## config.mk

```make
export PLATFORM = sky130hd
export DESIGN_NAME = upscale_index_counter
export DESIGN_NICKNAME = d
export VERILOG_FILES = /design/src/rtl/upscale_index_counter_pkg.sv /design/src/rtl/upscale_index_counter_mod_counter.sv /design/src/rtl/upscale_index_counter.sv
export SDC_FILE = /design/constraint.sdc
export NUM_CORES = 1
export LEC_CHECK = 0
export ABC_AREA = 0
export CAP_MARGIN = 20
export CORE_MARGIN = 2
export CORE_UTILIZATION = 40
export CTS_CLUSTER_DIAMETER = 120
export DETAILED_ROUTE_END_ITERATION = 6
export PLACE_DENSITY = 0.69
export SYNTH_ARGS = -nofsm -noshare
export SYNTH_HDL_FRONTEND = slang
export SYNTH_HIERARCHICAL = 1
export SYNTH_SLANG_ARGS = --single-unit
```

## constraint.sdc

```tcl
create_clock -name clk -period 4.2 [get_ports clk]
set_clock_uncertainty 0.05 [all_clocks]
set_input_delay 0.84 -clock clk [delete_from_list [all_inputs] [get_ports clk]]
set_output_delay 0.84 -clock clk [all_outputs]
set_load 0.01 [all_outputs]
```

## src/rtl/upscale_index_counter_pkg.sv

```systemverilog
// upscale_index_counter_pkg: FSM state encoding shared by the upscaler index counter
package upscale_index_counter_pkg;
  typedef enum logic [1:0] {IDLE = 2'd0, RUN = 2'd1, DONE = 2'd2} state_e;
endpackage

```

## src/rtl/upscale_index_counter_mod_counter.sv

```systemverilog
// mod_counter: runtime-modulus counter with enable, sync clear and terminal count (q==mod-1)
module mod_counter #(
  parameter int W = 4
) (
  input  logic         clk,
  input  logic         rst,
  input  logic         en,
  input  logic         clr,
  input  logic [W-1:0] mod,
  output logic [W-1:0] q,
  output logic         tc
);
  logic [W-1:0] q_q, q_d;
  always_comb begin
    tc = q_q == mod - W'(1);
    q_d = clr ? '0 : en ? (tc ? '0 : q_q + W'(1)) : q_q;
  end
  always_ff @(posedge clk) begin
    if (rst) q_q <= '0;
    else q_q <= q_d;
  end
  assign q = q_q;
endmodule

```

## src/rtl/upscale_index_counter.sv

```systemverilog
// upscale_index_counter: walks source index 0..len-1, repeating each index scale times
module upscale_index_counter
  import upscale_index_counter_pkg::*;
#(
  parameter int IDX_W = 10,
  parameter int PH_W  = 3
) (
  input  logic             clk,
  input  logic             rst,
  input  logic             start,
  input  logic [PH_W-1:0]  scale_in,
  input  logic [IDX_W-1:0] len_in,
  output logic             busy,
  output logic             out_valid,
  input  logic             out_ready,
  output logic [IDX_W-1:0] out_idx,
  output logic [PH_W-1:0]  out_phase,
  output logic             out_first,
  output logic             out_last,
  output logic             done
);
  state_e           state_q, state_d;
  logic [PH_W-1:0]  scale_q, scale_d;
  logic [IDX_W-1:0] len_q, len_d;
  logic             accept, beat, ph_tc, idx_tc;
  always_comb begin
    accept  = state_q == IDLE && start;
    beat    = state_q == RUN && out_ready;
    scale_d = accept ? (scale_in == '0 ? PH_W'(1) : scale_in) : scale_q;
    len_d   = accept ? len_in : len_q;
    state_d = state_q == IDLE ? (!start ? IDLE : len_in != '0 ? RUN : DONE)
            : state_q == RUN  ? (beat && ph_tc && idx_tc ? DONE : RUN)
            : IDLE;
  end
  always_ff @(posedge clk) begin
    if (rst) begin
      state_q <= IDLE;
      scale_q <= '0;
      len_q   <= '0;
    end else begin
      state_q <= state_d;
      scale_q <= scale_d;
      len_q   <= len_d;
    end
  end
  // both counters wrap to zero on the final beat, so idle outputs read (0,0)
  mod_counter #(.W(PH_W)) u_phase (
    .clk(clk), .rst(rst), .en(beat), .clr(accept), .mod(scale_q), .q(out_phase), .tc(ph_tc)
  );
  mod_counter #(.W(IDX_W)) u_idx (
    .clk(clk), .rst(rst), .en(beat && ph_tc), .clr(accept), .mod(len_q), .q(out_idx), .tc(idx_tc)
  );
  assign busy      = state_q == RUN;
  assign out_valid = busy;
  assign out_first = busy && out_phase == '0;
  assign out_last  = busy && ph_tc && idx_tc;
  assign done      = state_q == DONE;
endmodule

```

==> results of run 1 <==
Yosys cell counts (all sizes together) (3+ instances only):
cell type and number:
o211ai 5, inv 8, nor4 4, xnor2 12, nand2b 3, a211oi 4, and3 3, buf 6
nand3b 4, xor2 10, clkbuf 4, ha 4, nand4 5, nand2 41, a21oi 25, dfxtp 28
nor3 6, nor2 11, nor2b 5
layout make-up:
class | count | area [sq um]
fillers | 413 | 1950
flip-flops and latches | 28 | 561
clock buffers | 3 | 41.3
multi-input cells | 168 | 1080
repair buffers | 36 | 355
well taps | 50 | 62.6
inverters | 9 | 38.8
final timing paths:
path	startpoint	end	slack [ns]	cells after the start
worst max-delay path	len_q[0]$_SDFFE_PP0P_	out_last	0.49	9
worst max register to register	scale_q[0]$_SDFFE_PP0P_	u_idx/q[9]$_SDFFE_PP0P_	1.44	11
worst min register to register	len_q[9]$_SDFFE_PP0P_	len_q[9]$_SDFFE_PP0P_	0.42	2
worst min-delay path	len_q[9]$_SDFFE_PP0P_	len_q[9]$_SDFFE_PP0P_	0.42	2
kinds of logic after synthesis:
group,Yosys count,synth area share (%)
compound gates,48,20.6
xor+xnor,22,11.1
fa+ha+maj,4,2.88
buf+inv,19,5.83
flops,28,32.3
simple gates,94,27.4
metrics by stage:
| stage | utilization [%] | cells |
|---|---|---|
| after floorplan | - | 215 |
| after global routing | 52.2 | 294 |
| after CTS | 52.2 | 294 |
| after detailed placement | 51.2 | 291 |
| final | 52.2 | 294 |
| after global placement | 51.2 | 291 |
worst register-to-register path, stage by stage, from the launching register on:
cell and delay (ns):
dfxtp_1 0.39, inv_1 0.06, ha_1 0.30, xor2_1 0.23
nand2_1 0.15, nor2_1 0.20, and3_1 0.34, nand4_1 0.23
nor4_1 0.40, xor2_1 0.17, nand2_1 0.06, a21oi_1 0.10
where the power goes:
| group | leakage, nW | internal [mW] | total [mW] | switching [mW] |
|---|---|---|---|---|
| Combinational | 0.517 | 0.0597 | 0.126 | 0.0667 |
| Clock | 0.0216 | 0.0645 | 0.144 | 0.0796 |
| Sequential | 0.228 | 0.276 | 0.288 | 0.0129 |
routing by layer:
metal  track usage, %  wire, microns  part of all wire (%)
met1             22.1           1910                    52
met3             1.73            143                   3.9
met2             25.2           1560                    43
met4             5.77             51                   1.4
met5                0              0                     0
sequential cells by signal, indices dropped and copies added (netlist names):
| name | cells |
|---|---|
| len_q | 10 |
| scale_q | 3 |
| state_q | 2 |
| u_idx/q | 10 |
| u_phase/q | 3 |
==> results.json, run 1 <==
{
  "status": "finished, final reports clean",
  "first_global_vias": 1384,
  "grt_antenna_before_repair": 0,
  "die_height_microns": 69.9,
  "p_leak_nw": 0.767,
  "yosysTopAreaCellShare_pct": 32.3,
  "startpoint_type": "flop",
  "seq_area_frac_synth_pct": 32.3,
  "clk_path_buf_depth": 2,
  "power_density_nw_per_um2": 262,
  "drc": 0,
  "cp.required_ns": 3.31,
  "numPortBuffers": 34,
  "cts.sinks": 28,
  "crit_buf_inv": 2,
  "cts_hold_buf": 0,
  "clk_pin_slew_worst_paths_ns": 0.09,
  "final_cell_mix": "nand2_1 (41), clkdlybuf4s50_1 (34), dfxtp_1 (28)",
  "hold_path.class": "reg -> reg",
  "grt_use_total_pct": 15.8,
  "nets": 267,
  "place.gp.congestion": 0.806,
  "yosysTopAreaCell": "dfxtp_1",
  "async_reset_ff_share_pct": 0,
  "ir_drop_mv": 0.126,
  "grt_pass1_wl_mm": 6.41,
  "dr_total_vias": 1569,
  "rows": 23,
  "drive_above_1_share_pct": 9.02,
  "pre_cts_ws_ns": 0.738,
  "crit_type": "reg -> out",
  "setup_violations": 0,
  "dp_hpwl_mm": 2.88,
  "synth_cells": 215,
  "layout_commonest_cell": "nand2_1",
  "ios": 35,
  "hold_viol": 0,
  "design_area_sq_um": 2130,
  "grt_max_degree": 19,
  "syn_area_per_cell_sq_um": 8.08,
  "arrival_ns": 2.82,
  "place_area_sq_um": 2090,
  "fp.dieArea_sq_um": 4890,
  "cts_root_buf": "clkbuf_8",
  "maxSlewViolCount": 0,
  "overflow": 0,
  "period_share_pct": 88.3,
  "rsz0062_at_grt": "false",
  "netlist-cell-type-count": 46,
  "syn_area_sq_um": 1740,
  "chipWidth_microns": 69.9,
  "initial_utilization_pct": 42.5,
  "viasPerCell": 5.34,
  "antenna_left": 0,
  "relSlewSlack_pct": 45.1,
  "cts.htree.levels": 1,
  "cp_top_family": "simple AND/OR/NAND/NOR gates",
  "period_needed_ns": 3.71,
  "cts_resized": 0,
  "cts_buffers": 3,
  "path_cells": "inv_1 -> ha_1 -> nor2b_1 -> nand3b_1 -> a2111o_1 -> a211oi_1 -> nor3b_1 -> and3_1 -> clkdlybuf4s50_1",
  "slowest_stage": "clkdlybuf4s50_1",
  "area_delta_synth_final_pct": 22.8,
  "coreArea_sq_um": 4090,
  "yosys_warnings": 6,
  "wl_per_cell_microns": 12.5,
  "crit_path_end_kind": "primary output",
  "first_pass_iters": 4,
  "drt_iter0_drc": 74,
  "ys_seq_elements": 28,
  "synth_edf_count": 0,
  "antennaDiodeCount": 0,
  "cpPeakStageDelay_ns": 0.53,
  "drt-total-wl_mm": 3.67,
  "cp_max_fo": 6,
  "power_uw": 559,
  "tns_ns": 0,
  "hold_slack_ns": 0.422,
  "worst_slew_pin_slew_ns": 0.821,
  "yosys_most_used_dff": "dfxtp_1",
  "insertion_delay_ns": 0.28,
  "timing.final.ws_setup_ns": 0.493,
  "maxCapViolCount": 0,
  "fmax_mhz": 270,
  "cts_setup_buffers": 0,
  "cts_tree": "yes",
  "syn-num-nets": 236,
  "synth_area_leaders": "dfxtp_1 (32%), nand2_1 (8.9%), xnor2_1 (6.0%)"
}
Power figures use the tool's default switching activity.
==> run 2, diff against run 1 <==
--- a/config.mk
+++ b/config.mk
@@ -14,5 +14,4 @@
 export PLACE_DENSITY = 0.69
 export SYNTH_ARGS = -nofsm -noshare
 export SYNTH_HDL_FRONTEND = slang
-export SYNTH_HIERARCHICAL = 1
 export SYNTH_SLANG_ARGS = --single-unit
==> run 2 against run 1 <==
Effect of this change:
- synthesized area about the same
- sequential power about the same
- core utilization is 0.73 points higher
- critical endpoint unchanged
==> results.json, run 2 <==
{
  "multiInputGateArea_sq_um": 1100,
  "power_switching_share_pct": 27.1,
  "p_int_uw": 417,
  "initial_utilization_pct": 42.6,
  "power.share.combinational_pct": 20.9,
  "numPortBuffers": 34,
  "drt-total-wl_mm": 3.88,
  "startpoint_type": "flop",
  "grt_max_degree": 18,
  "cts.sinks": 28,
  "grt_antenna_before_repair": 0,
  "period_share_pct": 90.3,
  "crit_path_end_kind": "primary output",
  "cts.htree.levels": 1,
  "cts_buffers": 3,
  "syn-num-nets": 239,
  "clk_pin_slew_worst_paths_ns": 0.10,
  "yosys_warnings": 0,
  "syn_area_sq_um": 1740,
  "clk_path_buf_depth": 2,
  "power_density_nw_per_um2": 265,
  "yosysTopAreaCellShare_pct": 32.2,
  "die_height_microns": 69.9,
  "viasPerCell": 5.34,
  "rows": 23,
  "grt_use_total_pct": 16.4,
  "synth.most_common_cell": "nand2_1",
  "ios": 35,
  "cp.required_ns": 3.31,
  "maxSlewViolCount": 0,
  "async_reset_ff_share_pct": 0,
  "area_delta_synth_final_pct": 24.5,
  "grt_pass1_wl_mm": 6.76,
  "hold_path.class": "reg -> reg",
  "fp.dieArea_sq_um": 4890,
  "clkPwrFrac_pct": 29.0,
  "cts_setup_buffers": 0,
  "worst_slew_pin_slew_ns": 0.702,
  "cts_tree": "yes",
  "cts_resized": 0,
  "cts_root_buf": "clkbuf_8",
  "syn_area_per_cell_sq_um": 8.01,
  "drt_iter0_drc": 94,
  "relSlewSlack_pct": 53.2,
  "yosysTopAreaCell": "dfxtp_1",
  "drc": 0,
  "period_needed_ns": 3.79,
  "yosys_most_used_dff": "dfxtp_1",
  "cp_max_fo": 6,
  "seq_area_frac_synth_pct": 32.2,
  "antenna_left": 0,
  "fmax_mhz": 264,
  "synth_area_leaders": "dfxtp_1 (32%), nand2_1 (7.3%), xnor2_1 (5.5%)",
  "overflow": 0,
  "drive_above_1_share_pct": 7.32,
  "ir_drop_mv": 0.145,
  "setup_violations": 0,
  "ys_seq_elements": 28,
  "insertion_delay_ns": 0.27,
  "place.gp.congestion": 0.817,
  "final_cell_mix": "nand2_1 (34), clkdlybuf4s50_1 (34), dfxtp_1 (28)",
  "crit_type": "reg -> out",
  "maxCapViolCount": 0,
  "chipWidth_microns": 69.9,
  "coreArea_sq_um": 4090,
  "switching_power_uw": 155,
  "synth_common_cells": "nand2_1 (34), dfxtp_1 (28), a21oi_1 (18), nor2_1 (17)",
  "rsz0062_at_grt": "false",
  "antennaDiodeCount": 0,
  "synth_cells": 217,
  "netlist-cell-type-count": 44,
  "num-fill-cells": 391,
  "wl_per_cell_microns": 13.1,
  "dp_hpwl_mm": 3.00,
  "nets": 269,
  "arrival_ns": 2.90,
  "dr_total_vias": 1580,
  "seqPwrFrac_pct": 50.1,
  "tns_ns": 0,
  "power_uw": 573,
  "hold_viol": 0,
  "status": "finished, final reports clean",
  "seqCellArea_sq_um": 561,
  "p_leak_nw": 0.771,
  "synth_edf_count": 0,
  "cts_hold_buf": 0,
  "first_pass_iters": 4,
  "first_global_vias": 1542
}
run 2: cell families after synthesis:
logic type	share of synthesized area, %
muxes	0.576
and+or+nand+nor	34.4
DFF	32.2
buffers and inverters	4.46
adders and majority gates	3.60
AOI/OAI and AO/OA	12.9
xor gates and xnor gates	11.9
run 2: power groups by stage:
stage	Combinational (mW)	Sequential (mW)	Clock, mW
finish	0.120	0.287	0.166
global placement	0.118	0.293	0
global route	0.134	0.289	0.182
CTS	0.120	0.287	0.169
detailed placement	0.120	0.293	0
floorplan	0.0865	0.289	0
run 2: critical path, stage by stage (launching register included):
cell,delay (ns)
dfxtp_1,0.43
inv_1,0.07
ha_1,0.27
o21bai_1,0.19
a311oi_1,0.27
a41oi_1,0.10
a311oi_1,0.49
and4_1,0.28
clkdlybuf4s50_1,0.54
run 2: cell type report:
cell class,count,area share (%)
tap,50,2.89
multi-input combinational,170,50.9
clock buffer,4,2.54
timing repair buffer,36,16.4
inverter,8,1.39
sequential,28,25.9
run 2: per-layer routing:
| metal | track usage (%) | vias up | share of wire (%) |
|---|---|---|---|
| met5 | 0 | - | 0 |
| met4 | 3.63 | 0 | 0.36 |
| met3 | 2.31 | 2 | 2.8 |
| met2 | 29.3 | 23 | 50 |
| met1 | 20.8 | 742 | 47 |
| li1 | - | 813 | - |
run 2: path summary, 6_finish.rpt:
path,start,endpoint,slack [ns],cells after the start
worst max-delay path,len_q[0]$_SDFFE_PP0P_,out_last,0.41,8
worst min-delay path,scale_q[1]$_SDFFE_PP0P_,scale_q[1]$_SDFFE_PP0P_,0.41,2
worst max register to register,scale_q[0]$_SDFFE_PP0P_,u_idx.q[2]$_SDFFE_PP0P_,1.69,8
worst min register to register,scale_q[1]$_SDFFE_PP0P_,scale_q[1]$_SDFFE_PP0P_,0.41,2
run 2: metrics by stage:
step | setup WS, ns | cell area [sq um] | instances | hold WS, ns | utilization (%)
global placement | 0.764 | 2110 | 292 | 0.393 | 51.6
floorplan | 1.46 | 1740 | 217 | 0.386 | -
finish | 0.407 | 2160 | 296 | 0.415 | 53.0
detailed placement | 0.741 | 2110 | 292 | 0.404 | 51.6
CTS | 0.410 | 2160 | 296 | 0.418 | 53.0
global route | 0.183 | 2160 | 296 | 0.448 | 53.0
